===== config.mk =====
export PLATFORM = sky130hd
export DESIGN_NAME = new_game_button
export DESIGN_NICKNAME = d
export VERILOG_FILES = /design/src/rtl/new_game_button_pkg.sv /design/src/rtl/new_game_button_debounce_fsm.sv /design/src/rtl/new_game_button.sv
export SDC_FILE = /design/constraint.sdc
export NUM_CORES = 1
export LEC_CHECK = 0
export CORE_MARGIN = 1
export CORE_UTILIZATION = 34
export CTS_BUF_LIST = sky130_fd_sc_hd__clkbuf_2
export CTS_CLUSTER_DIAMETER = 200
export CTS_CLUSTER_SIZE = 28
export DETAILED_ROUTE_END_ITERATION = 8
export PLACE_DENSITY = 0.85
export SETUP_SLACK_MARGIN = 0.5
export SYNTH_ARGS = -nofsm -noshare
export SYNTH_HDL_FRONTEND = slang
export SYNTH_HIERARCHICAL = 1
export SYNTH_SLANG_ARGS = --single-unit
export TNS_END_PERCENT = 30

===== constraint.sdc =====
create_clock -name clk -period 2.4 [get_ports clk]
set_input_delay 0.48 -clock clk [delete_from_list [all_inputs] [get_ports clk]]
set_output_delay 0.48 -clock clk [all_outputs]
set_load 0.005 [all_outputs]

===== src/rtl/new_game_button_pkg.sv =====
// new_game_button_pkg
//   Shared types and constants for the new-game button path.
//   - db_state_t    : debounce FSM state encoding
//   - NEW_GAME_ADDR : word address of the status word; a store here
//                     acknowledges a press (also used by the RAM instance)
package new_game_button_pkg;

  typedef enum logic [1:0] {
    IDLE_LOW  = 2'd0,
    CHK_HIGH  = 2'd1,
    IDLE_HIGH = 2'd2,
    CHK_LOW   = 2'd3
  } db_state_t;

  localparam int NEW_GAME_ADDR = 0;

endpackage


===== src/rtl/new_game_button_debounce_fsm.sv =====
// debounce_fsm
//   Two-flop synchronizer followed by a four-state debounce FSM.
//   Ports:
//     clk, reset_n : clock, synchronous active-low reset
//     btn_raw      : asynchronous raw button level
//     press        : one-cycle pulse, high in the cycle whose edge
//                    performs the CHK_HIGH -> IDLE_HIGH transition
//     btn_level    : registered debounced level
module debounce_fsm
  import new_game_button_pkg::*;
#(
  parameter int DEBOUNCE_CYCLES = 16
) (
  input  logic clk,
  input  logic reset_n,
  input  logic btn_raw,
  output logic press,
  output logic btn_level
);

  localparam int CNT_W = (DEBOUNCE_CYCLES > 1) ? $clog2(DEBOUNCE_CYCLES) : 1;
  localparam logic [CNT_W-1:0] CNT_MAX = CNT_W'(DEBOUNCE_CYCLES - 1);

  logic             sync1, sync2;
  db_state_t        state, state_nxt;
  logic [CNT_W-1:0] cnt, cnt_nxt;
  logic             level_nxt;

  always_ff @(posedge clk) begin
    if (!reset_n) begin
      sync1     <= 1'b0;
      sync2     <= 1'b0;
      state     <= IDLE_LOW;
      cnt       <= '0;
      btn_level <= 1'b0;
    end else begin
      sync1     <= btn_raw;
      sync2     <= sync1;
      state     <= state_nxt;
      cnt       <= cnt_nxt;
      btn_level <= level_nxt;
    end
  end

  always_comb begin
    state_nxt = state;
    cnt_nxt   = cnt;
    press     = 1'b0;
    unique case (state)
      IDLE_LOW:
        if (sync2) begin
          state_nxt = CHK_HIGH;
          cnt_nxt   = '0;
        end
      CHK_HIGH:
        if (!sync2)             state_nxt = IDLE_LOW;
        else if (cnt == CNT_MAX) begin
          state_nxt = IDLE_HIGH;
          press     = 1'b1;
        end else                cnt_nxt = cnt + CNT_W'(1);
      IDLE_HIGH:
        if (!sync2) begin
          state_nxt = CHK_LOW;
          cnt_nxt   = '0;
        end
      CHK_LOW:
        // release is confirmed silently; no event on the falling side
        if (sync2)              state_nxt = IDLE_HIGH;
        else if (cnt == CNT_MAX) state_nxt = IDLE_LOW;
        else                    cnt_nxt = cnt + CNT_W'(1);
      default:                  state_nxt = IDLE_LOW;
    endcase
  end

  // level follows the next state so it moves on the same edge as the FSM
  assign level_nxt = (state_nxt == IDLE_HIGH) || (state_nxt == CHK_LOW);

endmodule


===== src/rtl/new_game_button.sv =====
// new_game_button
//   Conditions the raw new-game button and holds a sticky newGame flag
//   for the RAM status word until the processor stores to CLEAR_ADDR.
//   Ports:
//     clk, reset_n : clock, synchronous active-low reset
//     btn_raw      : asynchronous raw button, active-high
//     wEn, addr    : processor store strobe / address (shared with RAM)
//     dataIn       : processor store data, unused here
//     newGame      : sticky press flag to the RAM
//     btn_level    : debounced button level
//     press_count  : confirmed presses modulo 256
module new_game_button
  import new_game_button_pkg::*;
#(
  parameter int DATA_WIDTH      = 32,
  parameter int ADDRESS_WIDTH   = 12,
  parameter int DEBOUNCE_CYCLES = 16,
  parameter int CLEAR_ADDR      = NEW_GAME_ADDR
) (
  input  logic                     clk,
  input  logic                     reset_n,
  input  logic                     btn_raw,
  input  logic                     wEn,
  input  logic [ADDRESS_WIDTH-1:0] addr,
  input  logic [DATA_WIDTH-1:0]    dataIn,
  output logic                     newGame,
  output logic                     btn_level,
  output logic [7:0]               press_count
);

  logic press;
  logic clr;
  logic unused_data;

  assign unused_data = ^dataIn;

  debounce_fsm #(
    .DEBOUNCE_CYCLES(DEBOUNCE_CYCLES)
  ) u_debounce (
    .clk      (clk),
    .reset_n  (reset_n),
    .btn_raw  (btn_raw),
    .press    (press),
    .btn_level(btn_level)
  );

  assign clr = wEn && (addr == ADDRESS_WIDTH'(CLEAR_ADDR));

  always_ff @(posedge clk) begin
    if (!reset_n) begin
      newGame     <= 1'b0;
      press_count <= 8'd0;
    end else begin
      // a press on the same edge as the acknowledge store must not be lost
      if (press)    newGame <= 1'b1;
      else if (clr) newGame <= 1'b0;
      if (press)    press_count <= press_count + 8'd1;
    end
  end

endmodule


==> results of run 1 <==
[registers in the layout, indices dropped and copies added (netlist names)]
signal,flops
press_count,8
u_debounce/cnt,4
u_debounce/btn_level,1
u_debounce/sync2,1
u_debounce/state,2
u_debounce/sync1,1
newGame,1
[path summary, 6_finish.rpt]
check,from,endpoint,slack (ns),cells past startpoint
max reg2reg,u_debounce/cnt[0],press_count[5],0.63,6
max,press_count[2],press_count[2],0.62,1
min,u_debounce/sync1,u_debounce/sync2,0.45,1
min reg2reg,u_debounce/sync1,u_debounce/sync2,0.45,1
[kinds of logic (layout without fill, tap and decap cells)]
family | after synthesis | in the layout | synth area share (%)
xor gates and xnor gates | 6 | 6 | 7.72
adders and majority gates | 2 | 2 | 3.21
buffers and inverters | 2 | 32 | 1.45
and+or+nand+nor | 32 | 32 | 25.2
muxes | 1 | 1 | 1.29
AOI/OAI and AO/OA | 20 | 20 | 14.8
DFF | 18 | 18 | 46.3
[repair_timing]
item,CTS,global route
buffers inserted,0,2
setup endpoints to repair,5,4
pin swaps,2,2
gates resized for setup,1,3
[per-layer routing]
metal / vias to the layer above / wire length [um] / global-route usage (%)
li1: 361 / - / -
met5: - / 0 / 0
met3: 0 / 80 / 2.78
met4: 0 / 0 / 5.71
met1: 342 / 665 / 13.8
met2: 25 / 904 / 28.2
[metrics by stage]
stage	power (mW)	cell area (sq um)	hold slack [ns]	worst slack (ns)	std cells
after floorplan	0.317	778	0.412	0.684	81
after global placement	0.344	1060	0.416	0.451	133
after detailed placement	0.345	1060	0.427	0.372	133
after CTS	0.466	1080	0.462	0.517	136
after global routing	0.479	1100	0.492	0.466	138
final	0.459	1100	0.455	0.625	138
[cell usage after synthesis (all sizes together)]
cell / number
buf: 1
and2: 6
nand2: 5
mux2i: 1
and3: 1
o21ai: 8
nand4: 5
a21oi: 6
nor4: 1
a31oi: 1
nor2: 1
nor3b: 1
a21boi: 3
nor2b: 1
and4: 1
dfxtp: 18
nand4b: 1
inv: 1
nor4b: 1
a311oi: 1
nand3: 2
or3: 3
xor2: 2
xnor2: 4
nor3: 2
or4: 1
ha: 2
a211oi: 1
[power groups by stage]
stage	Sequential (mW)	Combinational, mW	Clock (mW)
2_1_floorplan	0.309	0.00776	0
3_3_place_gp	0.309	0.0346	0
3_5_place_dp	0.309	0.0355	0
4_1_cts	0.303	0.0357	0.127
5_1_grt	0.304	0.0381	0.137
6_report	0.303	0.0352	0.121
[worst reg2reg max path, stage by stage (launching register included)]
cell and delay, ns:
dfxtp_2 0.37, ha_2 0.20, nand4_1 0.14, nor3b_2 0.31, nand4_2 0.19, or3_1 0.37, a21boi_1 0.14
[final cells by class]
type                       instances  area, sq um
timing repair buffer              28          273
inverter                           1         3.75
multi-input combinational         61          414
sequential                        18          363
clock buffer                       3         15.0
tap                               27         33.8
fill                             187          960
==> impl_metrics.toml, run 1 <==
[place]
portBuffers = 25
gp_congestion = 0.748
hpwl_um = 1260

[global_routing]
grt_usage_pct = 14.1
grt_pass1_wl_um = 2670
antenna_found_initial = 0
grt_pass1_vias = 701
gr-total-overflow = 0
grt_start_max_net_pins = 14

[sta]
fin_tns_setup_ns = 0
rsz0062_at_grt = "false"
fin_crit_sh_pct = 74.0
maxSlewViolCount = 0
hold_viol = 0
slew_headroom_pct = 75.8
finalClockSkew_ns = 0.00956
max_slew.worst_pin.slew_ns = 0.362
fin_crit_ns = 1.78
fmax_ghz = 0.563
setup_viol = 0

[setup_path]
crit_fanout = 5
required_ns = 1.92
max_stage_delay_ns = 0.54
start_kind = "flip-flop"
end_kind = "output port"
critPathKind = "flip-flop to output port"
critPathTopFamily = "buffers and inverters"
slowest_stage = "clkdlybuf4s50_1"
worstPathArrival_ns = 1.30
cp_cell_sequence = "clkdlybuf4s50_1"
critPathBufInv = 1

[cts]
cts.htree.levels = 1
cts_buffer_depth = 2
cts_buffers = 3
cts_tree = "built"
cts_root_buf = "clkbuf_2"
ctsHoldBuffers = 0
path_clk_slew_ns = 0.16
clock_latency_ns = 0.29
clock_sinks = 18

[power]
max-vdd-ir-drop_mv = 0.224
power_frac_seq_pct = 66.0
combPwrFrac_pct = 7.7
leakagePower_nw = 0.391
pwr_density_cell_nw_per_um2 = 416
switchingPower_uw = 98.4
swShare_pct = 21.4
clkPwrFrac_pct = 26.3
intPower_uw = 361

[final_layout]
insertedDiodeCount = 0
layout_common_cells = "clkdlybuf4s50_1 (25), dfxtp_1 (16), o21ai_0 (8)"
area_growth_pct = 41.6
drive_gt1_share_pct = 10.8
final_common_cell = "clkdlybuf4s50_1"
postLayoutCoreUtil_pct = 53.5
finish.net_count = 163

[yosys]
syn_area_sq_um = 778
avgSynthCellArea_sq_um = 9.61
synthCells = 81
synthTopCellsByArea = "dfxtp_1 (46%), o21ai_0 (5.1%), and2_1 (4.8%)"
synth_top_area_share_pct = 46.3
synth_cell_types = 31
synth_nets = 131
yosysTopAreaCell = "dfxtp_1"
ys_seq_elements = 18
yosysSeqAreaShare_pct = 46.3
ys_warn_count = 6

[detailed_routing]
wire_per_inst_um = 12.0
drc_errors = 0
drt_iter0_markers = 9
ant_nets = 0
routed_wl_um = 1650
via_per_inst = 5.28
dr.pass1.iters = 4
vias = 728

[floorplanning]
dieArea_sq_um = 2480
rows = 16
core_area_sq_um = 2060
initial_utilization_pct = 37.7
die_x_um = 49.8
die_h_um = 49.8
io_pins = 58

[worst_hold_path]
min_path_type = "flip-flop to flip-flop"

[run_status]
run_status = "finished, final reports clean"

[flow_run]
drv_cap = 0
No activity file was read; power rests on OpenSTA's default activity.
==> run 2: changes to the inputs <==
--- a/config.mk
+++ b/config.mk
@@ -6,12 +6,12 @@
 export NUM_CORES = 1
 export LEC_CHECK = 0
 export CORE_MARGIN = 1
-export CORE_UTILIZATION = 34
+export CORE_UTILIZATION = 31
 export CTS_BUF_LIST = sky130_fd_sc_hd__clkbuf_2
 export CTS_CLUSTER_DIAMETER = 200
 export CTS_CLUSTER_SIZE = 28
 export DETAILED_ROUTE_END_ITERATION = 8
-export PLACE_DENSITY = 0.85
+export PLACE_DENSITY = 0.82
 export SETUP_SLACK_MARGIN = 0.5
 export SYNTH_ARGS = -nofsm -noshare
 export SYNTH_HDL_FRONTEND = slang
==> constraint.sdc (replaced) <==
create_clock -name clk -period 1.5 [get_ports clk]
set_input_delay 0.3 -clock clk [delete_from_list [all_inputs] [get_ports clk]]
set_output_delay 0.3 -clock clk [all_outputs]
set_load 0.005 [all_outputs]
==> run 2 against run 1 <==
Compared with the run above: the run now ends with setup timing left; final area is 20% higher; via count up 10%; die area increased by 9.3%; worst setup slack got worse by 0.77 ns; register-to-register slack worse by 0.77 ns; final cell count rose by 13%; power is 66% higher; clock skew decreased by 0.0070 ns; worst hold slack gained 0.014 ns; combinational power increased by 110%; clock power rose by 72%.
==> impl_metrics.toml, run 2 (synthesis results as in run 1) <==
[power]
leakagePower_nw = 0.539
clkPwrFrac_pct = 27.3
max-vdd-ir-drop_mv = 0.435
total_power_uw = 761
swShare_pct = 23.1
pwr_density_cell_nw_per_um2 = 577
switchingPower_uw = 176
combPwrFrac_pct = 9.7
power_frac_seq_pct = 63.0
intPower_uw = 585

[floorplanning]
io_pins = 58
rows = 17
core_area_sq_um = 2300
dieArea_sq_um = 2710
initial_utilization_pct = 33.9
die_h_um = 52.1
die_x_um = 52.1

[place]
portBuffers = 25
hpwl_um = 1420
gp_congestion = 0.763

[final_layout]
reg_top3 = "press_count x8, u_debounce/cnt x4, u_debounce/state x2"
area_growth_pct = 69.3
largest_reg_flops = 8
drive_gt1_share_pct = 45.3
finish.net_count = 179
largest_register = "press_count"
final_common_cell = "buf_4"
layout_common_cells = "buf_4 (17), clkdlybuf4s50_1 (16), dfxtp_2 (9)"
insertedDiodeCount = 0

[cts]
ctsHoldBuffers = 0
clock_latency_ns = 0.30
cts_root_buf = "clkbuf_2"
path_clk_slew_ns = 0.17
cts_tree = "built"
cts_buffers = 3
cts.htree.levels = 1
cts_buffer_depth = 2
clock_sinks = 18

[global_routing]
grt_usage_pct = 16.2
grt.busiest_layer = "met2"
gr-total-overflow = 0
use_met1_pct = 16.9
grt_start_max_net_pins = 11
antenna_found_initial = 0
grt_pass1_wl_um = 3190
grt_use_met3_pct = 4.39
grt_pass1_vias = 805
grt_util_met2_pct = 29.5

[setup_path]
critPathTopFamily = "simple AND/OR/NAND/NOR gates"
end_kind = "flip-flop"
rrSetupSlack_ns = -0.14
critPathBufInv = 1
critPathKind = "flip-flop to flip-flop"
slowest_stage = "dfxtp_2"
max_stage_delay_ns = 0.39
crit_fanout = 5
cp.depth = 7
cp_cell_sequence = "ha_4 -> nand4_1 -> nor3b_2 -> buf_4 -> nand4_4 -> or3_1 -> a21boi_1"
r2r_cells = 7
start_kind = "flip-flop"
worstPathArrival_ns = 1.89
required_ns = 1.75

[sta]
setup_ws_ns = -0.144
setup_viol = 10
hold_slack_ns = 0.469
finalClockSkew_ns = 0.00257
fmax_ghz = 0.608
slew_headroom_pct = 81.5
hold_viol = 0
maxSlewViolCount = 0
fin_tns_setup_ns = -0.785
fin_crit_sh_pct = 110
max_slew.worst_pin.slew_ns = 0.273
fin_crit_ns = 1.64
rsz0062_at_grt = "true"

[worst_hold_path]
whs_path_depth = 1
min_path_type = "flip-flop to flip-flop"

[flow_run]
drv_cap = 0

[detailed_routing]
ant_nets = 0
via_per_inst = 5.13
drc_errors = 0
vias = 801
routed_wl_um = 2030
drt_iter0_markers = 9
wire_per_inst_um = 13.0
dr.pass1.iters = 4

[run_status]
run_status = "finished with violations"
violations = "setup timing"
run 2: path summary, 6_finish.rpt:
| path | from | end |
|---|---|---|
| setup / recovery | u_debounce/cnt[1] | press_count[5] |
| hold / removal | u_debounce/sync1 | u_debounce/sync2 |
| hold reg to reg | u_debounce/sync1 | u_debounce/sync2 |
| setup reg to reg | u_debounce/cnt[1] | press_count[5] |
run 2: metrics by stage:
| step | utilization (%) | worst slack (ns) | cells | area [sq um] |
|---|---|---|---|---|
| CTS | 55.6 | -0.0822 | 155 | 1280 |
| detailed placement | 51.9 | -0.0877 | 148 | 1190 |
| finish | 57.4 | -0.144 | 156 | 1320 |
| global route | 57.4 | -0.256 | 156 | 1320 |
| global placement | 51.9 | -0.0633 | 148 | 1190 |
| floorplan | - | -0.0470 | 81 | 802 |
run 2: what timing repair did:
item,CTS,global route
resized for setup,46,17
buffers inserted,3,1
cloned,0,0
pin swaps,15,13
setup endpoints to repair,26,26
run 2: worst reg2reg max path: stages, from the launching register on:
cell	delay [ns]
dfxtp_2	0.39
ha_4	0.14
nand4_1	0.14
nor3b_2	0.21
buf_4	0.17
nand4_4	0.09
or3_1	0.33
a21boi_1	0.12
run 2: cell type report:
class / count / area [sq um]
inverter: 1 / 3.75
clock inverter: 1 / 3.75
multi-input combinational: 61 / 515
sequential: 18 / 379
tap: 28 / 35.0
fill: 212 / 980
timing repair buffer: 44 / 365
clock buffer: 3 / 15.0
run 2: routing by layer:
layer / share of wire, % / vias to the layer above
met5: 0 / -
met4: 1.6 / 0
met3: 5.2 / 4
met2: 52 / 29
met1: 41 / 369
li1: - / 399
run 2: power groups by stage:
stage | clock, mW | sequential, mW | combinational [mW]
detailed placement | 0 | 0.493 | 0.0640
floorplan | 0 | 0.494 | 0.0125
finish | 0.208 | 0.479 | 0.0735
CTS | 0.216 | 0.480 | 0.0684
global route | 0.231 | 0.480 | 0.0798
global placement | 0 | 0.493 | 0.0619
==> run 3: changes to the inputs <==
--- a/config.mk
+++ b/config.mk
@@ -5,7 +5,7 @@
 export SDC_FILE = /design/constraint.sdc
 export NUM_CORES = 1
 export LEC_CHECK = 0
-export CORE_MARGIN = 1
+export CORE_MARGIN = 2
 export CORE_UTILIZATION = 31
 export CTS_BUF_LIST = sky130_fd_sc_hd__clkbuf_2
 export CTS_CLUSTER_DIAMETER = 200
==> run 3 against run 2 <==
Compared with the run above: the flow still finishes with violations (setup timing); core utilization increased by 0.21 points; power shrank 1.3%; worst setup slack got worse by 0.019 ns; final cell count grew 5.8%; first-iteration DRC count down 22%; clock power down 2%; wire length up 7.3%; global-route usage grew 0.22 points; sequential share of layout area fell by 2.1 points; critical path type unchanged.
==> impl_metrics.toml, run 3 (synthesis results as in run 1) <==
[run_status]
run_status = "finished with violations"
violations = "setup timing"

[sta]
hold_slack_ns = 0.461
rsz0062_at_grt = "true"
fin_tns_setup_ns = -1.15
hold_viol = 0
slew_headroom_pct = 81.1
fin_crit_ns = 1.66
max_slew.worst_pin.slew_ns = 0.282
finalClockSkew_ns = 0.0252
fin_crit_sh_pct = 111
setup_viol = 14
maxSlewViolCount = 0
fmax_ghz = 0.601
setup_ws_ns = -0.163

[power]
clkPwrFrac_pct = 27.0
swShare_pct = 22.8
leakagePower_nw = 0.563
power_frac_seq_pct = 63.9
max-vdd-ir-drop_mv = 0.549
pwr_density_cell_nw_per_um2 = 536
combPwrFrac_pct = 9.1
intPower_uw = 580
switchingPower_uw = 171

[final_layout]
reg_top3 = "press_count x8, u_debounce/cnt x4, u_debounce/state x2"
layout_common_cells = "clkdlybuf4s50_1 (19), buf_4 (19), buf_6 (12)"
largest_register = "press_count"
insertedDiodeCount = 0
fill_cells = 215
multi_input_area_sq_um = 492
drive_gt1_share_pct = 42.2
largest_reg_flops = 8
stdcell_area_sq_um = 1400
area_growth_pct = 79.9
register_area_sq_um = 374
finish.net_count = 187
postLayoutCoreUtil_pct = 57.6

[cts]
clock_sinks = 18
clock_latency_ns = 0.30
cts_buffer_depth = 2
cts.htree.levels = 1
path_clk_slew_ns = 0.19
cts_tree = "built"
cts_buffers = 3
cts_root_buf = "clkbuf_2"

[detailed_routing]
drt_iter0_markers = 7
ant_nets = 0
drc_errors = 0
routed_wl_um = 2180
via_per_inst = 4.96
dr.pass1.iters = 4
wire_per_inst_um = 13.2
vias = 818

[global_routing]
gr-total-overflow = 0
grt_pass1_vias = 834
antenna_found_initial = 0
grt_usage_pct = 16.4
grt_start_max_net_pins = 10
grt_pass1_wl_um = 3470

[place]
gp_congestion = 0.693
placed_area_sq_um = 1190
portBuffers = 25
hpwl_um = 1460
dp_slack_ns = -0.116

[floorplanning]
io_pins = 58
initial_utilization_pct = 32.0
dieArea_sq_um = 2930
die_h_um = 54.1
die_x_um = 54.1
rows = 18
core_area_sq_um = 2430

[setup_path]
end_kind = "flip-flop"
crit_fanout = 5
worstPathArrival_ns = 1.89
required_ns = 1.72
start_kind = "flip-flop"
critPathKind = "flip-flop to flip-flop"

[flow_run]
drv_cap = 0

[worst_hold_path]
min_path_type = "flip-flop to flip-flop"
-- run 3: cell count changes in the layout (fill, tap and decap cells not counted), moves of 3 or more --
cell | previous run | this run
dfxtp_2 | 9 | 5
o21ai_2 | 3 | 0
buf_6 | 3 | 12
clkdlybuf4s50_1 | 16 | 19
buf_2 | 4 | 1
dfxtp_1 | 7 | 11
-- run 3: through the flow --
step	power (mW)	std cells
3_3_place_gp	0.555	150
6_report	0.751	165
5_1_grt	0.782	165
4_1_cts	0.757	160
3_5_place_dp	0.557	150
2_1_floorplan	0.507	81
-- run 3: what timing repair did --
action	in CTS	in global routing
hold buffers	0	0
pin swaps	15	7
resized for setup	46	11
endpoints found under the hold margin	0	0
setup buffers	7	5
setup endpoints to repair	26	26
-- run 3: layout make-up --
type                    instances  area share (%)
repair buffers                 52            34.1
multi-input cells              61            35.1
flip-flops and latches         18            26.7
well taps                      30            2.68
clock buffers                   3            1.07
inverters                       1           0.268
-- run 3: power by group through the flow --
stage / combinational [mW] / clock (mW) / sequential (mW)
floorplan: 0.0125 / 0 / 0.494
global placement: 0.0618 / 0 / 0.493
detailed placement: 0.0637 / 0 / 0.493
CTS: 0.0675 / 0.210 / 0.480
global route: 0.0731 / 0.229 / 0.480
finish: 0.0683 / 0.203 / 0.480
-- run 3: path summary, 6_finish.rpt --
| kind | startpoint | to | slack [ns] | cells after the start |
|---|---|---|---|---|
| setup / recovery | u_debounce/cnt[0] | press_count[7] | -0.16 | 7 |
| hold / removal | u_debounce/sync1 | u_debounce/sync2 | 0.46 | 1 |
| setup reg to reg | u_debounce/cnt[0] | press_count[7] | -0.16 | 7 |
| hold reg to reg | u_debounce/sync1 | u_debounce/sync2 | 0.46 | 1 |
-- run 3: metal layers --
metal / wire length, um / part of all wire, % / vias to the layer above / global-route usage [%]
met4: 12 / 0.55 / 0 / 4.58
met2: 1170 / 54 / 17 / 32.7
met5: 0 / 0 / - / 0
met1: 915 / 42 / 391 / 17.5
li1: - / - / 408 / -
met3: 83 / 3.8 / 2 / 2.50
-- run 3: worst max-delay path: stages, from the launching register on --
cell      delay [ns]
dfxtp_2         0.39
ha_4            0.12
nand4_1         0.12
nor3b_2         0.20
buf_4           0.18
nand4_4         0.09
or3_1           0.36
a21boi_1        0.12
